`src/rtl/trap_value_cause_regs.sv`:
```
// ============================================================================
// Module   : trap_value_cause_regs
// Purpose  : M/S trap value and cause CSRs with prioritised cause encoding,
//            LSU fault-address buffering and WARL-masked CSR write/set/clear.
// Revision : 1.0  initial parametrised release
// ============================================================================
`default_nettype none

module trap_value_cause_regs #(
    parameter int XLEN     = 64,
    parameter int VA_W     = 39,
    parameter bit HAS_S    = 1'b1,
    parameter bit ILL_TVAL = 1'b1
) (
    input  logic            clk,
    input  logic            rst,
    input  logic            trap_valid,
    input  logic            trap_target_s,
    input  logic            int_req,
    input  logic [4:0]      int_code,
    input  logic [1:0]      priv,
    input  logic [XLEN-1:0] ins_pc,
    input  logic [31:0]     ins_bits,
    input  logic            ins_page_fault,
    input  logic            ins_acc_fault,
    input  logic            ill_ins,
    input  logic            ins_addr_mis,
    input  logic            ecall,
    input  logic            ebreak,
    input  logic            st_addr_mis,
    input  logic            ld_addr_mis,
    input  logic            st_page_fault,
    input  logic            ld_page_fault,
    input  logic            st_acc_fault,
    input  logic            ld_acc_fault,
    input  logic            lsu_fault_vld,
    input  logic [VA_W-1:0] lsu_fault_addr,
    input  logic            flush,
    input  logic [1:0]      csr_op,
    input  logic [3:0]      csr_sel,
    input  logic [XLEN-1:0] data_csr,
    output logic [XLEN-1:0] mtval,
    output logic [XLEN-1:0] stval,
    output logic [XLEN-1:0] mcause,
    output logic [XLEN-1:0] scause,
    output logic            fault_held
);

    localparam logic [1:0] c_OP_NONE  = 2'b00;
    localparam logic [1:0] c_OP_WRITE = 2'b01;
    localparam logic [1:0] c_OP_SET   = 2'b10;
    localparam logic [1:0] c_OP_CLEAR = 2'b11;

    // Cause registers only keep the interrupt flag and the 5-bit code.
    localparam logic [XLEN-1:0] c_CAUSE_MASK = {1'b1, {(XLEN-6){1'b0}}, 5'h1F};

    logic [XLEN-1:0] mtval_q,  mtval_d;
    logic [XLEN-1:0] stval_q,  stval_d;
    logic [XLEN-1:0] mcause_q, mcause_d;
    logic [XLEN-1:0] scause_q, scause_d;
    logic [XLEN-1:0] fbuf_q,   fbuf_d;
    logic            held_q,   held_d;

    logic [XLEN-1:0] w_fault_addr_x;
    logic [XLEN-1:0] w_mem_tval;
    logic [XLEN-1:0] w_ill_tval;
    logic [XLEN-1:0] w_tval;
    logic [XLEN-1:0] w_cause;
    logic [4:0]      w_code;
    logic            w_to_s;
    logic            w_csr_en;

    generate
        if (XLEN > VA_W) begin : g_sext
            assign w_fault_addr_x = {{(XLEN-VA_W){lsu_fault_addr[VA_W-1]}}, lsu_fault_addr};
        end else begin : g_trunc
            assign w_fault_addr_x = lsu_fault_addr[XLEN-1:0];
        end
    endgenerate

    // A fault address arriving in the trap cycle bypasses the buffer.
    assign w_mem_tval = lsu_fault_vld ? w_fault_addr_x :
                        (held_q ? fbuf_q : '0);
    assign w_ill_tval = ILL_TVAL ? XLEN'(ins_bits) : '0;
    assign w_to_s     = trap_target_s && HAS_S;
    assign w_csr_en   = (csr_op != c_OP_NONE) && !trap_valid;

    always_comb begin
        w_code = 5'd0;
        w_tval = '0;
        if (int_req) begin
            w_code = int_code;
        end else if (ins_page_fault) begin
            w_code = 5'd12;
            w_tval = ins_pc;
        end else if (ins_acc_fault) begin
            w_code = 5'd1;
            w_tval = ins_pc;
        end else if (ill_ins) begin
            w_code = 5'd2;
            w_tval = w_ill_tval;
        end else if (ins_addr_mis) begin
            w_code = 5'd0;
            w_tval = ins_pc;
        end else if (ecall) begin
            w_code = 5'd8 + {3'b000, priv};
        end else if (ebreak) begin
            w_code = 5'd3;
            w_tval = ins_pc;
        end else if (st_addr_mis) begin
            w_code = 5'd6;
            w_tval = w_mem_tval;
        end else if (ld_addr_mis) begin
            w_code = 5'd4;
            w_tval = w_mem_tval;
        end else if (st_page_fault) begin
            w_code = 5'd15;
            w_tval = w_mem_tval;
        end else if (ld_page_fault) begin
            w_code = 5'd13;
            w_tval = w_mem_tval;
        end else if (st_acc_fault) begin
            w_code = 5'd7;
            w_tval = w_mem_tval;
        end else if (ld_acc_fault) begin
            w_code = 5'd5;
            w_tval = w_mem_tval;
        end
    end

    always_comb begin
        w_cause            = '0;
        w_cause[4:0]       = w_code;
        w_cause[XLEN-1]    = int_req;
    end

    function automatic logic [XLEN-1:0] csr_apply(
        input logic [XLEN-1:0] cur,
        input logic [XLEN-1:0] opnd,
        input logic [1:0]      op
    );
        logic [XLEN-1:0] res;
        res = cur;
        case (op)
            c_OP_WRITE: res = opnd;
            c_OP_SET:   res = cur | opnd;
            c_OP_CLEAR: res = cur & ~opnd;
            default:    res = cur;
        endcase
        return res;
    endfunction

    always_comb begin
        mtval_d  = mtval_q;
        stval_d  = stval_q;
        mcause_d = mcause_q;
        scause_d = scause_q;
        if (trap_valid) begin
            if (w_to_s) begin
                stval_d  = w_tval;
                scause_d = w_cause;
            end else begin
                mtval_d  = w_tval;
                mcause_d = w_cause;
            end
        end else if (w_csr_en) begin
            if (csr_sel[0]) mtval_d  = csr_apply(mtval_q, data_csr, csr_op);
            if (csr_sel[1]) stval_d  = csr_apply(stval_q, data_csr, csr_op);
            if (csr_sel[2]) mcause_d = csr_apply(mcause_q, data_csr, csr_op) & c_CAUSE_MASK;
            if (csr_sel[3]) scause_d = csr_apply(scause_q, data_csr, csr_op) & c_CAUSE_MASK;
        end
        // Without S-mode the supervisor registers are hardwired to zero.
        if (!HAS_S) begin
            stval_d  = '0;
            scause_d = '0;
        end
    end

    always_comb begin
        fbuf_d = fbuf_q;
        held_d = held_q;
        if (trap_valid || flush) begin
            fbuf_d = '0;
            held_d = 1'b0;
        end else if (lsu_fault_vld) begin
            fbuf_d = w_fault_addr_x;
            held_d = 1'b1;
        end
    end

    always_ff @(posedge clk) begin
        if (rst) begin
            mtval_q  <= '0;
            stval_q  <= '0;
            mcause_q <= '0;
            scause_q <= '0;
            fbuf_q   <= '0;
            held_q   <= 1'b0;
        end else begin
            mtval_q  <= mtval_d;
            stval_q  <= stval_d;
            mcause_q <= mcause_d;
            scause_q <= scause_d;
            fbuf_q   <= fbuf_d;
            held_q   <= held_d;
        end
    end

    assign mtval      = mtval_q;
    assign stval      = stval_q;
    assign mcause     = mcause_q;
    assign scause     = scause_q;
    assign fault_held = held_q;

endmodule

`default_nettype wire

```
`config.mk`:
```
export PLATFORM = sky130hd
export DESIGN_NAME = trap_value_cause_regs
export DESIGN_NICKNAME = d
export VERILOG_FILES = /design/src/rtl/trap_value_cause_regs.sv
export SDC_FILE = /design/constraint.sdc
export NUM_CORES = 1
export LEC_CHECK = 0
export ABC_CLOCK_PERIOD_IN_PS = 5500
export CAP_MARGIN = 20
export CORE_AREA = 2 2 189 191
export CTS_BUF_LIST = sky130_fd_sc_hd__clkbuf_2 sky130_fd_sc_hd__clkbuf_4 sky130_fd_sc_hd__clkbuf_8
export DETAILED_ROUTE_END_ITERATION = 8
export DIE_AREA = 0 0 191 193
export SYNTH_ARGS = -nofsm -noshare
export SYNTH_HDL_FRONTEND = slang
export SYNTH_SLANG_ARGS = --single-unit
```
`constraint.sdc`:
```
create_clock -name clk -period 5.5 [get_ports clk]
set_input_delay 1.1 -clock clk [delete_from_list [all_inputs] [get_ports clk]]
set_output_delay 1.1 -clock clk [all_outputs]
set_load 0.02 [all_outputs]
```
==> out/summary.txt, run 1 <==
status - finished, final reports clean
switching power - 0.001200 W
Die W - 191 microns
Final WS setup - 1.848 ns
Yosys Warn Count - 0
Multi-input gate area - 6187 sq um
fin area - 14670 sq um
worst hold path type - reg2reg
minimum clock period - 3.652 ns
Post-Synthesis Cells - 1333
Logic pwr share - 31.0%
routed vias/inst - 5.298
antenna violations before repair - 6
final hold vios - 0
CTS tree - built
Async SR Flop Fraction - 0%
final setup vio count - 0
worst r2r dst - stval[5]
Fin Setup TNS - 0 ns
Post-Syn Area - 10700 sq um
starting density of the core - 30.61%
slowest stage delay, CP - 0.60 ns
distinct cell type count after synthesis - 53
grt ovf - 0
Die Footprint - 36860 sq um
RSZ-0062 raised after global routing - no
layout cell share with drive strength beyond 1 - 4.236%
# hold bufs at CTS - 0
Pwr Density - 241.2 nW/um^2
Clock Sinks - 180
Core Box Area - 34960 sq um
H-Tree Depth - 4
number of nets in the layout - 1852
HPWL after detailed placement - 29280 microns
overall power - 0.003538 W
peak supply drop - 0.2421 mV
min-delay src - fbuf_q[34]
sequential cell area - 3603 sq um
RePlAce Congestion - 0.8507
Clk Latency, worst-skew pair - 0.49 ns
Critical Path AT - 4.03 ns
final wirelength - 41650 microns
Crit. Startpoint - csr_op[0]
number of synthesized flops with an enable pin - 0
crit-path max FO - 76
CTS Buffer Depth - 2
placed instance area - 14260 sq um
I/O Buffers - 371
CTS resizes - 0
vias in the first global route - 10430
reg-to-reg slack, setup - 2.98 ns
antenna viol nets, final - 0
GRT Util Overall - 21.73%
P&R area growth vs syn - 37.04%
Setup crit end - mtval[50]
First-pass DRT Iterations - 5
Worst Tran Pin Value - 1.081 ns
Die Y - 193 microns
Reg2Reg Depth - 7
post-CTS setup buffer count - 0
slowest stage cell, crit path - a21o_4
DRC - 0
pre-CTS setup slack - 1.408 ns
filler instances - 3582
Static Leakage - 5.684 nW
worst clock skew - 0.01501 ns
# Max-Cap Violations - 0
clk root buf - clkbuf_8
Core Util, Final - 41.95%
drt initial violations - 514
largest net degree at the start of global routing - 82
Clock transition at path regs - 0.09 ns
post-synthesis register bit count - 180
global-route wire length before repair - 61600 microns
Reg power frac - 41.7%
CP most frequent cell - nor2_1
Main synth FF type - dfxtp_1
syn_area_per_cell - 8.030 sq um
sequential element share of the synthesized area - 33.66%
WP buf/inv - 3
via count - 11090
kind of critical path - in2reg
Net Sw Frac - 33.93%
CP Cell Sequence - clkdlybuf4s50_1 -> inv_1 -> ha_1 -> nor2_1 -> nor3_1 -> a21o_4 -> buf_12 -> nor2_1 -> a311oi_1
critical path launch point type - input port
Site Rows - 69
Avg WL per Cell - 19.90 microns
slew margin rel. - 27.96%
worst r2r src - fault_held
Num CTS Buffers - 17
Peak Freq - 273.9 MHz
IO Count - 488
CP required - 5.88 ns
Max Slew Vio Count - 0
Clk pwr share - 27.4%
Worst path depth - 9
delay-heaviest family, CP - buffers and inverters
CP endpoint kind - flop
Final Cycle Share - 66.39%
Internal Pwr Total - 0.002337 W
==> synth_stat cells (2+ instances only) <==
library cell  count  area [sq um]
nor2_1          182         683.2
dfxtp_1         180          3603
a21oi_1         137         685.7
a311oi_1        125          1095
buf_4           116         870.8
clkbuf_1         99         371.6
a21o_1           74         555.5
nand2_1          72         270.3
a211o_1          59         516.8
mux2i_1          39         390.4
o21ai_0          30         150.1
nand3b_1         29         217.7
o211ai_1         29         217.7
o22ai_1          29         181.4
a211oi_1         14         105.1
buf_1            13         48.80
nor2b_1          11         68.82
buf_2            10         50.05
nor3_1           10         50.05
inv_1             8         30.03
a2bb2oi_1         6         52.55
nand2b_1          6         37.54
o21ai_1           6         30.03
ha_1              5         62.56
a31oi_1           4         25.02
o21bai_1          4         30.03
or2_2             4         25.02
nor4_1            3         18.77
a22o_1            2         17.52
a311oi_2          2         30.03
and3_1            2         12.51
or3_1             2         12.51
==> area by class of cell <==
type	count	share of cell area, %
tap	461	3.932
inverter	8	0.2047
clock buffer	24	2.039
antenna	3	0.05118
sequential	180	24.56
timing repair buffer	388	26.34
clock inverter	8	0.6909
multi-input combinational	1021	42.18
==> worst reg2reg max path, delay by kind of cell, from the launching register on <==
kind	cells	cell delay, ns
compound gates	4	0.85
simple gates	2	0.87
flops	1	0.35
buf+inv	1	0.35
==> worst min-delay path by stage <==
stage / to / depth (start not counted)
2_1_floorplan: fbuf_q[30] / 2
3_3_place_gp: fbuf_q[32] / 2
3_5_place_dp: fbuf_q[34] / 2
4_1_cts: fbuf_q[34] / 2
5_1_grt: fbuf_q[32] / 2
6_report: fbuf_q[34] / 2
==> state kept, by name, summed over array words and instances, names as in the netlist <==
name	flops
mtval	64
fault_held	1
stval	64
mcause	6
fbuf_q	39
scause	6
==> power groups by stage <==
stage	Clock, W	Combinational [W]	Sequential (W)
3_3_place_gp	0	0.00109	0.00150
2_1_floorplan	0	0.000543	0.00160
5_1_grt	0.00105	0.00119	0.00149
6_report	0.000969	0.00110	0.00147
3_5_place_dp	0	0.00110	0.00150
4_1_cts	0.00100	0.00110	0.00147
==> metrics by stage <==
| stage | instances | hold WS [ns] |
|---|---|---|
| after floorplan | 1448 | 0.4560 |
| after global placement | 2058 | 0.4739 |
| after detailed placement | 2058 | 0.4891 |
| after CTS | 2090 | 0.5110 |
| after global routing | 2091 | 0.5270 |
| final | 2093 | 0.5040 |
==> placed cells by master (no fill, tap or decap), types with 14 or more instances in the layout <==
cell               n
o21ai_0           30
dfxtp_1          180
o211ai_1          29
o22ai_1           29
a21oi_1          137
a21o_1            73
clkdlybuf4s50_1  367
nand2_1           72
mux2i_1           39
buf_4             16
nor2_1           181
nand3b_1          29
a311oi_1         125
conb_1           116
a211o_1           59
clkbuf_8          19
a211oi_1          14
==> cell families after synthesis <==
family | share of synthesized area, %
buffers and inverters | 12.92
AND/OR/NAND/NOR | 13.68
multiplexers | 3.647
AO/OA/AOI/OAI | 35.48
flip-flops | 33.66
adder cells (fa/ha/maj) | 0.5845
other | 0.03503
==> routing by layer <==
layer | vias up | GRT usage, % | wire length (microns)
met5 | - | 0 | 27
met4 | 4 | 7.364 | 996
met3 | 46 | 6.407 | 3462
met2 | 457 | 37.72 | 20330
met1 | 5278 | 25.57 | 16830
li1 | 5303 | - | -
Power figures use the tool's default switching activity.
==> run 2: changes to the inputs <==
- ABC_CLOCK_PERIOD_IN_PS: 5500 -> 3300
- clock period: 5.5 -> 3.3 ns (I/O delays scaled with it)
==> run 2 against run 1 <==
Clock power grew 83%. Design area grew 2.5%. Final cell count grew 1.1%. Count of clock-buffer cells in the layout shrank 6. Hold slack gained 0.0029 ns. Utilization grew 1.0 points. Non-clock buffer count grew 22. Clock skew is essentially flat. First-iteration DRC count grew 6.0%. Via count grew 0.85%. Largest power group unchanged. Critical path depth is the same.
==> out/summary.txt, run 2 (synthesized netlist as in run 1, its figures left out) <==
CTS resizes - 0
Reg2Reg Depth - 7
kind of critical path - in2reg
Worst Hold Slack - 0.5069 ns
peak supply drop - 0.3305 mV
critical path launch point type - input port
First-pass DRT Iterations - 5
most frequent cells in the layout - clkdlybuf4s50_1, nor2_1, dfxtp_1
Hold Path Stages - 2
minimum clock period - 2.684 ns
met3 usage - 7.131%
DP Cell Count - 2080
commonest non-fill, non-tap cell in the layout - clkdlybuf4s50_1
Clock Sinks - 180
Most Crowded Layer GR - met2
worst clock skew - 0.01519 ns
vias in the first global route - 10670
I/O Buffers - 371
RePlAce Congestion - 0.8509
final setup vio count - 0
slew margin rel. - 49.68%
# hold bufs at CTS - 0
Critical Path AT - 3.08 ns
Multi-input gate area - 6187 sq um
Die Footprint - 36860 sq um
# Max-Cap Violations - 0
Max Slew Vio Count - 0
worst hold path type - reg2reg
Avg WL per Cell - 19.86 microns
CTS Buffer Depth - 2
CP endpoint kind - flop
Worst Tran Pin Value - 0.7357 ns
number of nets in the layout - 1874
Peak Freq - 372.6 MHz
HPWL after detailed placement - 29590 microns
Fin Setup TNS - 0 ns
Die Y - 193 microns
final hold vios - 0
antenna violations before repair - 6
layout cell share with drive strength beyond 1 - 5.512%
RSZ-0062 raised after global routing - no
reg-to-reg slack, setup - 1.10 ns
GRT Util Overall - 22.04%
routed vias/inst - 5.284
Non-Filler Instances - 2116
starting density of the core - 30.61%
sequential cell area - 3603 sq um
CP required - 3.69 ns
GR Util met1 - 26.00%
Final Cycle Share - 81.32%
largest net degree at the start of global routing - 83
final wirelength - 42030 microns
post-CTS setup buffer count - 0
via count - 11180
Pwr Density - 405.9 nW/um^2
Core Box Area - 34960 sq um
CTS tree - built
Clock transition at path regs - 0.11 ns
Clk Latency, worst-skew pair - 0.49 ns
Core Util, Final - 43.00%
Static Leakage - 5.849 nW
P&R area growth vs syn - 40.44%
H-Tree Depth - 4
met2 GRT Util - 38.32%
global-route wire length before repair - 62740 microns
drt initial violations - 545
Site Rows - 69
grt ovf - 0
antenna viol nets, final - 0
filler instances - 3517
IO Count - 488
Num CTS Buffers - 17
Die W - 191 microns
crit-path max FO - 29
DRC - 0
clk root buf - clkbuf_8
status - finished, final reports clean
[run 2: cell count changes in the layout (fill, tap and decap cells not counted), sizes merged]
| cell | previous run | this run |
|---|---|---|
| buf | 21 | 43 |
| clkbuf | 24 | 18 |
| clkinvlp | 0 | 3 |
| inv | 8 | 11 |
| bufinv | 2 | 4 |
| clkinv | 6 | 4 |
| diode | 3 | 4 |
[run 2: metrics by stage]
| stage | power, W | setup slack (ns) | area (sq um) |
|---|---|---|---|
| 2_1_floorplan | 0.003575 | 0.9054 | 11140 |
| 3_5_place_dp | 0.004379 | 0.1367 | 14580 |
| 4_1_cts | 0.006154 | 0.6693 | 15020 |
| 3_3_place_gp | 0.004355 | 0.1856 | 14580 |
| 6_report | 0.006102 | 0.6163 | 15030 |
| 5_1_grt | 0.006406 | 0.5418 | 15030 |
[run 2: path summary, 6_finish.rpt]
check                                    from         end
worst min register to register     fbuf_q[37]  fbuf_q[37]
worst max-delay path            st_page_fault    stval[7]
worst max register to register     fault_held    stval[7]
worst min-delay path               fbuf_q[37]  fbuf_q[37]
[run 2: final cells by class]
cell class	instances	area share [%]
clock buffer	18	1.648
multi-input combinational	1021	41.16
antenna	4	0.06658
sequential	180	23.97
inverter	8	0.1997
clock inverter	14	1.323
timing repair buffer	410	27.80
tap	461	3.837
[run 2: where the power goes]
part	switching, W	leakage [nW]	internal [W]
combinational	0.00103	4.15	0.000845
clock	0.000914	0.218	0.000854
sequential	0.000126	1.48	0.00233
total	0.00207	5.85	0.00403
[run 2: worst max-delay path: stages]
cell	delay, ns
clkdlybuf4s50_1	0.50
nor4_1	0.10
buf_4	0.16
a21o_1	0.21
or4_1	0.57
buf_12	0.22
o22ai_1	0.18
o211ai_1	0.15
a311oi_1	0.31
[run 2: per-layer routing]
| layer | part of all wire, % | vias to the layer above |
|---|---|---|
| met1 | 41 | 5325 |
| met3 | 8.5 | 45 |
| met4 | 1.6 | 4 |
| met5 | 0.052 | - |
| li1 | - | 5345 |
| met2 | 49 | 463 |
==> run 3: changes to the inputs <==
- ABC_CLOCK_PERIOD_IN_PS: 3300 -> 2800
- clock period: 3.3 -> 2.8 ns (I/O delays scaled with it)
==> run 3 against run 2 <==
Via count is essentially flat. Hold slack got worse by 0.15 ns. Clock skew down 0.0022 ns. Routed wire length is 0.35% lower. Final cell count up 1.1%. Worst setup slack worse by 0.39 ns. Power grew 15%. Critical path depth grew 1. Largest cell class unchanged. Highest routed layer unchanged.
==> out/summary.txt, run 3 (synthesized netlist as in run 1, its figures left out) <==
status - finished, final reports clean
commonest non-fill, non-tap cell in the layout - clkdlybuf4s50_1
peak supply drop - 0.2883 mV
DP Cell Count - 2103
Die Y - 193 microns
DRT met1 WL - 16880 microns
Non-Filler Instances - 2139
via count - 11190
starting density of the core - 30.61%
largest net degree at the start of global routing - 141
pre-CTS setup slack - -0.2855 ns
Core Util, Final - 43.50%
post-CTS setup buffer count - 0
global-route wire length before repair - 61710 microns
CTS resizes - 0
met2 WL - 19900 microns
Max Slew Vio Count - 0
Multi-input gate area - 6187 sq um
Static Leakage - 5.958 nW
RePlAce Congestion - 0.8328
Site Rows - 69
worst clock skew - 0.01302 ns
Met3 Routed Length - 3747 microns
fin area - 15210 sq um
routed vias/inst - 5.231
H-Tree Depth - 4
final wirelength - 41880 microns
final hold vios - 0
Num CTS Buffers - 17
critical path launch point type - input port
P&R area growth vs syn - 42.09%
minimum clock period - 2.578 ns
vias in the first global route - 10560
Clock transition at path regs - 0.10 ns
clk root buf - clkbuf_8
Core Box Area - 34960 sq um
Die Footprint - 36860 sq um
CTS Buffer Depth - 2
drt initial violations - 537
filler instances - 3521
layout cell share with drive strength beyond 1 - 6.810%
Clock Sinks - 180
First-pass DRT Iterations - 5
Worst Tran Pin Value - 0.7754 ns
# Max-Cap Violations - 0
crit-path max FO - 3
placed instance area - 14790 sq um
HPWL after detailed placement - 30110 microns
worst hold path type - in2reg
CP endpoint kind - flop
# hold bufs at CTS - 0
CP required - 3.20 ns
Fin Setup TNS - 0 ns
sequential cell area - 3603 sq um
RSZ-0062 raised after global routing - no
Critical Path AT - 2.98 ns
reg-to-reg slack, setup - 0.59 ns
DRC - 0
Die W - 191 microns
grt ovf - 0
most frequent cells in the layout - clkdlybuf4s50_1, nor2_1, dfxtp_1
antenna violations before repair - 8
GRT Util Overall - 21.83%
kind of critical path - in2reg
I/O Buffers - 371
number of nets in the layout - 1897
Pwr Density - 462.2 nW/um^2
CTS tree - built
Final Cycle Share - 92.07%
Avg WL per Cell - 19.58 microns
slew margin rel. - 48.31%
Top Metal Used - met5
final setup vio count - 0
IO Count - 488
Final WS setup - 0.2219 ns
antenna viol nets, final - 0
Clk Latency, worst-skew pair - 0.50 ns
Peak Freq - 387.9 MHz
==> run 3: cell count changes in the layout (fill, tap and decap cells not counted) <==
cell	delta
buf_12	+3
buf_4	+20
bufinv_16	-3
clkinv_2	-2
clkinv_4	+2
clkinv_8	+2
clkinvlp_4	-2
inv_6	+1
inv_8	+2
==> run 3: final cells by class <==
type,instances,area share (%)
Multi-Input combinational cell,1021,40.68
Timing Repair Buffer,433,28.86
Sequential cell,180,23.69
Tap cell,461,3.792
Clock buffer,18,1.629
Clock inverter,14,1.086
Inverter,8,0.1974
Antenna cell,4,0.06581
==> run 3: per-stage QoR <==
step	total power (W)	hold slack (ns)
floorplan	0.004213	0.4560
global placement	0.005163	0.4760
detailed placement	0.005190	0.4792
CTS	0.007114	0.3181
global route	0.007388	0.3469
finish	0.007030	0.3598
==> run 3: report_power, final <==
part / leakage (nW) / switching [W] / internal (W) / total [W]
clock: 0.206 / 0.00112 / 0.000773 / 0.00190
combinational: 4.27 / 0.00121 / 0.00102 / 0.00223
sequential: 1.48 / 0.000151 / 0.00275 / 0.00290
==> run 3: per-layer routing <==
layer | vias to the layer above | GRT usage (%)
met5 | - | 0
met4 | 8 | 8.885
met3 | 70 | 6.787
met2 | 523 | 37.21
met1 | 5202 | 25.47
li1 | 5386 | -
==> run 3: final timing paths <==
check,start,endpoint,depth (start not counted)
worst max register to register,fault_held,stval[29],8
worst min-delay path,lsu_fault_vld,fault_held,3
worst min register to register,fbuf_q[37],fbuf_q[37],2
worst max-delay path,st_acc_fault,stval[29],10
==> run 3: worst max-delay path, cell delays in order <==
cell and delay, ns:
clkdlybuf4s50_1 0.48, nor4_1 0.07, buf_4 0.16, a21o_1 0.20, or4_1 0.57, a2111oi_1 0.39, buf_4 0.17, a211oi_1 0.04
buf_4 0.15, a311oi_1 0.18
